**src/rtl/quadrature_encoder_reader.sv**
```systemverilog
// rtl/quadrature_encoder_reader.sv - Avalon-MM 4x quadrature encoder reader with position and speed feedback
module quadrature_encoder_reader #(
    parameter int          FILTER_LEN = 4,
    parameter logic [31:0] ID_VALUE   = 32'hEA680004
) (
    input  logic        csi_MCLK_clk,
    input  logic        rsi_MRST_reset,
    input  logic [31:0] avs_ctrl_writedata,
    output logic [31:0] avs_ctrl_readdata,
    input  logic [3:0]  avs_ctrl_byteenable,
    input  logic [2:0]  avs_ctrl_address,
    input  logic        avs_ctrl_write,
    input  logic        avs_ctrl_read,
    output logic        avs_ctrl_waitrequest,
    input  logic        enc_a,
    input  logic        enc_b,
    input  logic        enc_z
);

    localparam logic [7:0] FILT_LAST = 8'(FILTER_LEN - 1);

    localparam logic [2:0] ADDR_ID     = 3'd0;
    localparam logic [2:0] ADDR_POS    = 3'd1;
    localparam logic [2:0] ADDR_CTRL   = 3'd2;
    localparam logic [2:0] ADDR_PERIOD = 3'd3;
    localparam logic [2:0] ADDR_SPEED  = 3'd4;
    localparam logic [2:0] ADDR_STATUS = 3'd5;

    // Input conditioning: index 0 = A, 1 = B, 2 = Z
    logic [2:0] sync1;
    logic [2:0] sync2;
    logic [2:0] filt;
    logic [7:0] fcnt [0:2];

    logic [1:0]  prev_ab;
    logic        prev_z;
    logic        step_up_r;
    logic        step_dn_r;
    logic        illegal_r;
    logic        z_rise_r;

    logic [31:0] position;
    logic [2:0]  ctrl;
    logic [31:0] period;
    logic [31:0] speed;
    logic [31:0] win_cnt;
    logic [31:0] accum;
    logic        err;
    logic        idx;
    logic        dir;

    logic        en;
    logic        inv;
    logic        zclr;
    logic [1:0]  cur_ab;
    logic [1:0]  gray_diff;
    logic [31:0] step_val;
    logic        wr_pos;
    logic        wr_ctrl;
    logic        wr_period;
    logic        wr_status;
    logic        clr_err;
    logic        clr_idx;

    function automatic logic [1:0] gray_to_idx(input logic [1:0] ab);
        case (ab)
            2'b00:   return 2'd0;
            2'b01:   return 2'd1;
            2'b11:   return 2'd2;
            default: return 2'd3;
        endcase
    endfunction

    function automatic logic [31:0] merge_bytes(input logic [31:0] old_val,
                                                input logic [31:0] new_val,
                                                input logic [3:0]  be);
        logic [31:0] res;
        res = old_val;
        for (int i = 0; i < 4; i++) begin
            if (be[i]) res[i*8 +: 8] = new_val[i*8 +: 8];
        end
        return res;
    endfunction

    assign avs_ctrl_waitrequest = 1'b0;

    assign en   = ctrl[0];
    assign inv  = ctrl[1];
    assign zclr = ctrl[2];

    assign wr_pos    = avs_ctrl_write && (avs_ctrl_address == ADDR_POS);
    assign wr_ctrl   = avs_ctrl_write && (avs_ctrl_address == ADDR_CTRL);
    assign wr_period = avs_ctrl_write && (avs_ctrl_address == ADDR_PERIOD);
    assign wr_status = avs_ctrl_write && (avs_ctrl_address == ADDR_STATUS);
    assign clr_err   = wr_status && avs_ctrl_byteenable[0] && avs_ctrl_writedata[0];
    assign clr_idx   = wr_status && avs_ctrl_byteenable[0] && avs_ctrl_writedata[1];

    assign cur_ab    = {filt[0], filt[1]};
    assign gray_diff = gray_to_idx(cur_ab) - gray_to_idx(prev_ab);

    always_comb begin
        step_val = 32'd0;
        if (en && step_up_r)      step_val = 32'd1;
        else if (en && step_dn_r) step_val = 32'hFFFF_FFFF;
    end

    // Synchronizer and stability filter; a level is accepted on its FILTER_LEN-th equal sample
    always_ff @(posedge csi_MCLK_clk or posedge rsi_MRST_reset) begin
        if (rsi_MRST_reset) begin
            sync1 <= 3'b000;
            sync2 <= 3'b000;
            filt  <= 3'b000;
            for (int i = 0; i < 3; i++) fcnt[i] <= 8'd0;
        end else begin
            sync1 <= {enc_z, enc_b, enc_a};
            sync2 <= sync1;
            for (int i = 0; i < 3; i++) begin
                if (sync2[i] == filt[i]) begin
                    fcnt[i] <= 8'd0;
                end else if (fcnt[i] == FILT_LAST) begin
                    filt[i] <= sync2[i];
                    fcnt[i] <= 8'd0;
                end else begin
                    fcnt[i] <= fcnt[i] + 8'd1;
                end
            end
        end
    end

    // Decode stage; previous AB/Z are tracked regardless of EN
    always_ff @(posedge csi_MCLK_clk or posedge rsi_MRST_reset) begin
        if (rsi_MRST_reset) begin
            prev_ab   <= 2'b00;
            prev_z    <= 1'b0;
            step_up_r <= 1'b0;
            step_dn_r <= 1'b0;
            illegal_r <= 1'b0;
            z_rise_r  <= 1'b0;
        end else begin
            prev_ab   <= cur_ab;
            prev_z    <= filt[2];
            step_up_r <= inv ? (gray_diff == 2'd3) : (gray_diff == 2'd1);
            step_dn_r <= inv ? (gray_diff == 2'd1) : (gray_diff == 2'd3);
            illegal_r <= (gray_diff == 2'd2);
            z_rise_r  <= filt[2] && !prev_z;
        end
    end

    // Bus write wins over index clear, which wins over the decode step
    always_ff @(posedge csi_MCLK_clk or posedge rsi_MRST_reset) begin
        if (rsi_MRST_reset) begin
            position <= 32'd0;
        end else if (wr_pos) begin
            position <= merge_bytes(position, avs_ctrl_writedata, avs_ctrl_byteenable);
        end else if (en && zclr && z_rise_r) begin
            position <= 32'd0;
        end else begin
            position <= position + step_val;
        end
    end

    always_ff @(posedge csi_MCLK_clk or posedge rsi_MRST_reset) begin
        if (rsi_MRST_reset) begin
            ctrl <= 3'b000;
        end else if (wr_ctrl && avs_ctrl_byteenable[0]) begin
            ctrl <= avs_ctrl_writedata[2:0];
        end
    end

    // Sticky flags: a set event in the same cycle as a clear wins
    always_ff @(posedge csi_MCLK_clk or posedge rsi_MRST_reset) begin
        if (rsi_MRST_reset) begin
            err <= 1'b0;
            idx <= 1'b0;
            dir <= 1'b0;
        end else begin
            err <= illegal_r || (err && !clr_err);
            idx <= z_rise_r  || (idx && !clr_idx);
            if (en && step_up_r)      dir <= 1'b1;
            else if (en && step_dn_r) dir <= 1'b0;
        end
    end

    always_ff @(posedge csi_MCLK_clk or posedge rsi_MRST_reset) begin
        if (rsi_MRST_reset) begin
            period  <= 32'd0;
            speed   <= 32'd0;
            win_cnt <= 32'd0;
            accum   <= 32'd0;
        end else begin
            if (period == 32'd0) speed <= 32'd0;
            if (wr_period) begin
                period  <= merge_bytes(period, avs_ctrl_writedata, avs_ctrl_byteenable);
                win_cnt <= 32'd0;
                accum   <= 32'd0;
            end else if (period != 32'd0 && en) begin
                if (win_cnt == period - 32'd1) begin
                    speed   <= accum + step_val;
                    accum   <= 32'd0;
                    win_cnt <= 32'd0;
                end else begin
                    accum   <= accum + step_val;
                    win_cnt <= win_cnt + 32'd1;
                end
            end
        end
    end

    always_ff @(posedge csi_MCLK_clk or posedge rsi_MRST_reset) begin
        if (rsi_MRST_reset) begin
            avs_ctrl_readdata <= 32'd0;
        end else if (avs_ctrl_read) begin
            case (avs_ctrl_address)
                ADDR_ID:     avs_ctrl_readdata <= ID_VALUE;
                ADDR_POS:    avs_ctrl_readdata <= position;
                ADDR_CTRL:   avs_ctrl_readdata <= {29'd0, ctrl};
                ADDR_PERIOD: avs_ctrl_readdata <= period;
                ADDR_SPEED:  avs_ctrl_readdata <= speed;
                ADDR_STATUS: avs_ctrl_readdata <= {29'd0, dir, idx, err};
                default:     avs_ctrl_readdata <= 32'd0;
            endcase
        end
    end

endmodule

```
**config.mk**
```make
export PLATFORM = sky130hd
export DESIGN_NAME = quadrature_encoder_reader
export DESIGN_NICKNAME = d
export VERILOG_FILES = /design/src/rtl/quadrature_encoder_reader.sv
export SDC_FILE = /design/constraint.sdc
export NUM_CORES = 1
export LEC_CHECK = 0
export CAP_MARGIN = 20
export CORE_MARGIN = 2
export CORE_UTILIZATION = 50
export DETAILED_ROUTE_END_ITERATION = 16
export PLACE_DENSITY = 0.74
export SYNTH_ARGS = -nofsm -noshare
export SYNTH_HDL_FRONTEND = slang
export SYNTH_SLANG_ARGS = --single-unit
```
**constraint.sdc**
```tcl
create_clock -name csi_MCLK_clk -period 11.3 [get_ports csi_MCLK_clk]
set_input_delay 2.26 -clock csi_MCLK_clk [delete_from_list [all_inputs] [get_ports csi_MCLK_clk]]
set_output_delay 2.26 -clock csi_MCLK_clk [all_outputs]
set_load 0.01 [all_outputs]
```
Word-level counts from Yosys, hierarchy flattened
Index checks and enable logic that the tools add are counted.
{"block": "totals", "elab_cells": 130, "regBits": 238, "output_inout_bits": 33}
{"block": "op_classes", "mux": 31, "addsub": 8, "bitwise_logic": 3, "n_reduce_logical": 35, "eq_ne": 23}
{"operator": "$mux W32", "count": 14}
{"operator": "$pmux W32 S6", "count": 1}
{"operator": "$mux W8", "count": 10}
{"operator": "$add A32 B32 Y32", "count": 2}
{"operator": "$add A32 B1 Y32 const B", "count": 1}
{"operator": "$eq A32 B32 Y1", "count": 1}
{"operator": "$logic_not A32 Y1", "count": 1}
{"operator": "$reduce_bool A32 Y1", "count": 1}
{"operator": "$sub A32 B1 Y32 const B", "count": 1}
{"operator": "$add A8 B1 Y8 const B", "count": 3}
{"operator": "$eq A8 B2 Y1 const B", "count": 3}
{"operator": "$logic_and A1 B1 Y1", "count": 16}
{"operator": "$reduce_and A2 Y1", "count": 7}
{"operator": "$pmux W2 S3", "count": 2}
{"operator": "$eq A2 B2 Y1 const B", "count": 4}
{"operator": "$ne A2 B2 Y1 const B", "count": 4}
{"operator": "$eq A2 B1 Y1 const B", "count": 3}
{"operator": "$eq A3 B2 Y1 const B", "count": 2}
{"operator": "$eq A3 B3 Y1 const B", "count": 2}
{"operator": "$logic_not A2 Y1", "count": 2}
{"operator": "$mux W1", "count": 4}
{"operator": "$reduce_bool A2 Y1", "count": 2}
{"operator": "$eq A1 B1 Y1", "count": 3}
{"operator": "$eq A3 B1 Y1 const B", "count": 1}
{"operator": "5 further kinds", "count": 10}

Depth between registers and ports, before layout
{"block": "depth", "word_depth": 7, "mapped_depth": 15, "mapped_depth_nobuf": 12}

Least setup slack after synthesis
Ideal clock, no wire load.
{"block": "synth_timing", "path_kind": "reg-to-reg", "from": "reg ctrl[0]", "to": "reg accum[24]", "arrival_ps": 5514, "required_ps": 11167, "setup_slack_ps": 5653, "period_less_slack_ps": 5647, "stages_incl_launch_ff": 14, "cell_sequence": "dfrtp_1 -> clkbuf_1 -> nand2_1 -> nor2_1 -> ha_1 -> a211o_1 -> a2111oi_0 -> a21oi_1 -> a221o_1 -> o31ai_1 -> o21bai_1 -> a21oi_1 -> xnor2_1 -> o21ai_0"}
{"block": "synth_between", "elab_chain_len": 7, "elab_cells_between_ends": 10, "classes_between": "1 x add/sub; 5 x mux; 4 x reduce/logical"}
{"element": "start, declared", "line": "43", "text": "logic [2:0] ctrl;"}
{"element": "start signal, assigned", "line": "166", "text": "ctrl <= avs_ctrl_writedata[2:0];"}
{"element": "$logic_and A1 B1 Y1", "line": "104", "text": "else if (en && step_dn_r) step_val = 32'hFFFF_FFFF;"}
{"element": "$mux W32", "line": "104"}
{"element": "$mux W32", "line": "103", "text": "if (en && step_up_r) step_val = 32'd1;"}
{"element": "$add A32 B32 Y32", "line": "202", "text": "accum <= accum + step_val;"}
{"element": "$mux W32", "line": "197", "text": "if (win_cnt == period - 32'd1) begin"}
{"element": "$mux W32", "line": "196", "text": "end else if (period != 32'd0 && en) begin"}
{"element": "$mux W32", "line": "192", "text": "if (wr_period) begin"}
{"element": "end signal, assigned", "line": "202"}
{"element": "end, declared", "line": "47", "text": "logic [31:0] accum;"}
Several ways; a longest one is shown, not always the timed one. The select of a mux whose other input is x is not followed.
A chain may end at the register's enable or synchronous reset.

Final worst setup path
{"block": "layout_timing", "from": "in avs_ctrl_address[0]", "to": "reg speed[31]"}
{"block": "layout_between", "elab_chain_len": 3}
{"element": "start, declared", "line": "11", "text": "input logic [2:0] avs_ctrl_address,"}
{"element": "$eq A3 B2 Y1", "line": "93", "text": "assign wr_period = avs_ctrl_write && (avs_ctrl_address == ADDR_PERIOD);"}
{"element": "$logic_and A1 B1 Y1", "line": "93"}
{"element": "$mux W32", "line": "192"}
{"element": "end signal, assigned", "line": "198", "text": "speed <= accum + step_val;"}
{"element": "end, declared", "line": "45", "text": "logic [31:0] speed;"}
No other way between the ends.

==> flow_results.org <==
** Worst setup path
- STA classifies the critical path endpoint as a flop.
- The critical path in this run is classified as in -> reg.
- Traced cell by cell, the critical path runs through clkdlybuf4s50_1 > nand2_1 > nor2_1 > or2_2 > or2_2 > mux2_1.
- Delay contributed by the slowest stage of the critical path :: 0.98 ns
- Data required time at the worst endpoint :: 11.73 ns
- Of all nets on the critical path, the largest fanout is 32.
- At the worst endpoint, the arrival time is 5.65 ns.
- Cell repeated most along the worst path :: sky130_fd_sc_hd__or2_2
- On the critical path, the stage with the largest delay is an instance of sky130_fd_sc_hd__clkdlybuf4s50_1.
- Critical Path Start Type :: input pin

** Drt
- After detailed routing, the number of remaining DRC violations is 0.
- After detailed routing, the average wire length per cell comes to 19.8 um.
- Antenna-violating nets left :: 0
- Vias :: 13000
- Drt total wl :: 42500 um
- The first detailed-routing pass ran for 6 iterations.
- For this block, the initial DRC count from the detailed router was 1161.
- Via density per instance :: 6.07

** Timing
- Counting I/O delays and the setup requirement, the final critical path takes 5.22 ns.
- Final setup violation count :: 0
- For the pin with the worst max-slew slack, the measured transition is 0.990 ns.
- Measured against its own limit, the worst slew margin works out to 34.0%.
- Final Max Slew Viols :: 0
- Maximum operating frequency :: 0.191 GHz
- Final setup skew :: 0.0116 ns
- Final hold vios :: 0
- Sum of negative setup slack :: 0 ns
- Period utilization :: 46.2%
- RSZ-0062 raised after global routing :: no

** Final layout
- The repair_antennas step left the layout with diodes totalling 0.
- Relative to the synthesized area, the layout overhead comes to 13.8%.
- Share of cells above drive strength 1 :: 7.07%
- After filler insertion, the fill cell instance count of the layout stands at 2574.
- The net count of the finished layout is 1855.
- Measured on the finished design, the core utilization comes to 57.8%.

** Floorplanning
- Cell row count :: 63
- Starting density of the core :: 50.8%
- Pin placement for this block handled 79 I/O pins.
- The die is 178 um tall.
- The die covers 0.0316 mm^2.
- Measured along the x axis, the die boundary spans 178 um.
- The floorplan step defined a core boundary enclosing 0.0297 mm^2.

** Clock network
- The clock passes through at most 3 buffers.
- TritonCTS built the clock tree.
- Resize count post-CTS :: 0
- Clock latency of the later-clocked register in the worst-skew pair :: 0.55 ns
- Hold-fix buffers at CTS :: 0
- Total CTS buffers :: 28
- Once the clock tree was built, the setup fixing pass inserted 0 buffers.
- The clock net in this run drives a total of 238 sinks.
- In this run the number of H-tree levels came out at 1.
- In this run the clock root is driven by a sky130_fd_sc_hd__clkbuf_16.
- Clock-pin slew was measured on the worst setup and hold paths at 0.06 ns.

** Logic synthesis
- Summing the sequential cell areas from Yosys gives 39.5% of the chip area.
- In the synthesized netlist the dominant register cell turns out to be sky130_fd_sc_hd__dfrtp_1.
- In this run, synthesis produced a sequential element count of 238.
- Count of yosys warnings during synthesis :: 0
- Synthesis produced 1690 cells.
- Count of different cell masters after synthesis :: 74
- Area of the mapped netlist :: 0.0151 mm^2
- The synthesized design contains 0 enable-type register cells.
- Avg Inst Size Synth :: 8.93 um^2
- Async set-or-reset flop fraction in the synthesized netlist :: 100%
- Synthesized net count :: 1811

** Global route
- Pin count of the biggest net entering global routing :: 88
- The first global-routing pass estimated 66900 um of wire.
- The number of global-route vias before repair is 12500.
- For this run the aggregate overflow at the end of global routing stands at 0.
- Antenna violations before repair :: 0
- Global-route total usage across every layer :: 27.0%

** Status
- The flow ran to the end, and the final reports show no timing, DRC or antenna violations.

** Place
- RePlAce Congestion :: 0.998
- During placement, the flow inserted port buffers numbering 77.
- HPWL Detailed :: 30900 um

** Pwr
- IR drop worst, VDD :: 0.162 mV
- In this run the power density over the cells is 212 mW/mm^2.
- Pleak :: 7.87 nW

** Run
- Across the run, the number of max-cap violations was 0.

** Hold path
- The min-delay analysis places its worst path in the category reg -> reg.
## worst paths after layout
| check | slack (ns) | cells past startpoint | from | end |
|---|---|---|---|---|
| setup / recovery | 6.08 | 6 | avs_ctrl_address[0] | speed[31]$_DFF_PP0_ |
| hold / removal | 0.36 | 0 | sync1[0]$_DFF_PP0_ | sync2[0]$_DFF_PP0_ |
| setup reg to reg | 6.41 | 13 | ctrl[0]$_DFFE_PP0P_ | position[28]$_DFFE_PP0P_ |
| hold reg to reg | 0.36 | 0 | sync1[0]$_DFF_PP0_ | sync2[0]$_DFF_PP0_ |
| max in group asynchronous | 6.96 | 5 | rsi_MRST_reset | win_cnt[16]$_DFFE_PP0P_ |
| min in group asynchronous | 2.18 | 2 | rsi_MRST_reset | period[7]$_DFFE_PP0P_ |
## critical path: cells and delay by family
family        cells  cell delay (ns)
buf+inv           1             0.98
mux               1             0.39
simple gates      4             2.01
## cell type report
type	instances	area [um^2]	area share [%]
repair buffers	90	883	5.15
clock buffers	36	771	4.49
well taps	390	488	2.84
clock inverters	13	235	1.37
flip-flops and latches	238	5960	34.7
multi-input cells	1300	8540	49.8
inverters	76	293	1.71
## synth_stat cells, drive strengths merged (18+ instances only)
cell type  instances  share of area, %
dfrtp            238                39
nand2            170               4.2
nor2             146               3.6
a21oi            132               4.4
o21ai            107               3.5
inv               75               1.9
ha                73               6.1
xnor2             68               3.9
xor2              66               3.8
mux2i             65               4.3
nand3             58               1.9
clkbuf            55               1.4
o22ai             44               1.8
mux2              39               2.9
nor3              35               1.2
a21o              33               1.6
and3              30               1.2
nor2b             23              0.95
buf               21              0.85
a31oi             18              0.75
o21a              18              0.90
## cell families (layout without fill, tap and decap cells)
group                      after synthesis  in the layout  share of synthesized area, %
other                                    1              1                        0.0248
and+or+nand+nor                        552            552                          17.5
muxes                                  104            104                          7.22
adders and majority gates               75             75                          6.32
AOI/OAI and AO/OA                      434            434                          17.5
DFF                                    238            238                          39.5
buffers and inverters                  152            215                          4.11
xor gates and xnor gates               134            134                          7.78
## metrics by stage
stage / setup slack (ns) / hold WS (ns) / power (mW) / instance area [um^2] / cells
5_1_grt: 5.96 / 0.372 / 3.85 / 17200 / 2143
6_report: 6.08 / 0.360 / 3.64 / 17200 / 2143
4_1_cts: 6.16 / 0.361 / 3.63 / 17100 / 2142
3_5_place_dp: 5.63 / 0.340 / 2.63 / 16100 / 2093
2_1_floorplan: 2.51 / 0.331 / 2.23 / 15100 / 1690
3_3_place_gp: 5.73 / 0.339 / 2.59 / 16100 / 2093
## sequential cells by signal, indices dropped and copies added (netlist names)
signal / count
idx: 1
err: 1
step_dn_r: 1
prev_ab: 2
z_rise_r: 1
speed: 32
avs_ctrl_readdata: 32
ctrl: 3
accum: 32
win_cnt: 32
illegal_r: 1
filt: 3
sync1: 3
sync2: 3
fcnt: 24
position: 32
prev_z: 1
period: 32
dir: 1
step_up_r: 1
## layout by cell type (no fill, tap or decap), types with 30 or more instances in the layout
cell type | netlist | routed
sky130_fd_sc_hd__dfrtp_1 | 238 | 238
sky130_fd_sc_hd__nand2_1 | 170 | 169
sky130_fd_sc_hd__nor2_1 | 146 | 145
sky130_fd_sc_hd__a21oi_1 | 132 | 131
sky130_fd_sc_hd__o21ai_0 | 105 | 105
sky130_fd_sc_hd__clkdlybuf4s50_1 | 0 | 76
sky130_fd_sc_hd__inv_1 | 75 | 74
sky130_fd_sc_hd__ha_1 | 73 | 73
sky130_fd_sc_hd__xnor2_1 | 68 | 68
sky130_fd_sc_hd__xor2_1 | 66 | 66
sky130_fd_sc_hd__mux2i_1 | 65 | 65
sky130_fd_sc_hd__nand3_1 | 58 | 58
sky130_fd_sc_hd__o22ai_1 | 44 | 44
sky130_fd_sc_hd__mux2_2 | 38 | 38
sky130_fd_sc_hd__nor3_1 | 34 | 34
sky130_fd_sc_hd__a21o_1 | 33 | 33
sky130_fd_sc_hd__and3_1 | 30 | 30
## routing by layer
layer / vias up / GRT usage (%) / part of all wire (%)
met5: - / 0 / 0
met4: 0 / 10.8 / 4.5
met3: 120 / 5.23 / 8.3
met2: 563 / 43.2 / 46
met1: 6212 / 35.9 / 41
li1: 6111 / - / -
## power breakdown
part           total (mW)  switching [mW]  internal [mW]
registers            1.29           0.238           1.05
clock network       0.984           0.367          0.617
logic                1.37           0.796          0.577
total                3.64            1.40           2.24
No activity file was read; power rests on OpenSTA's default activity.
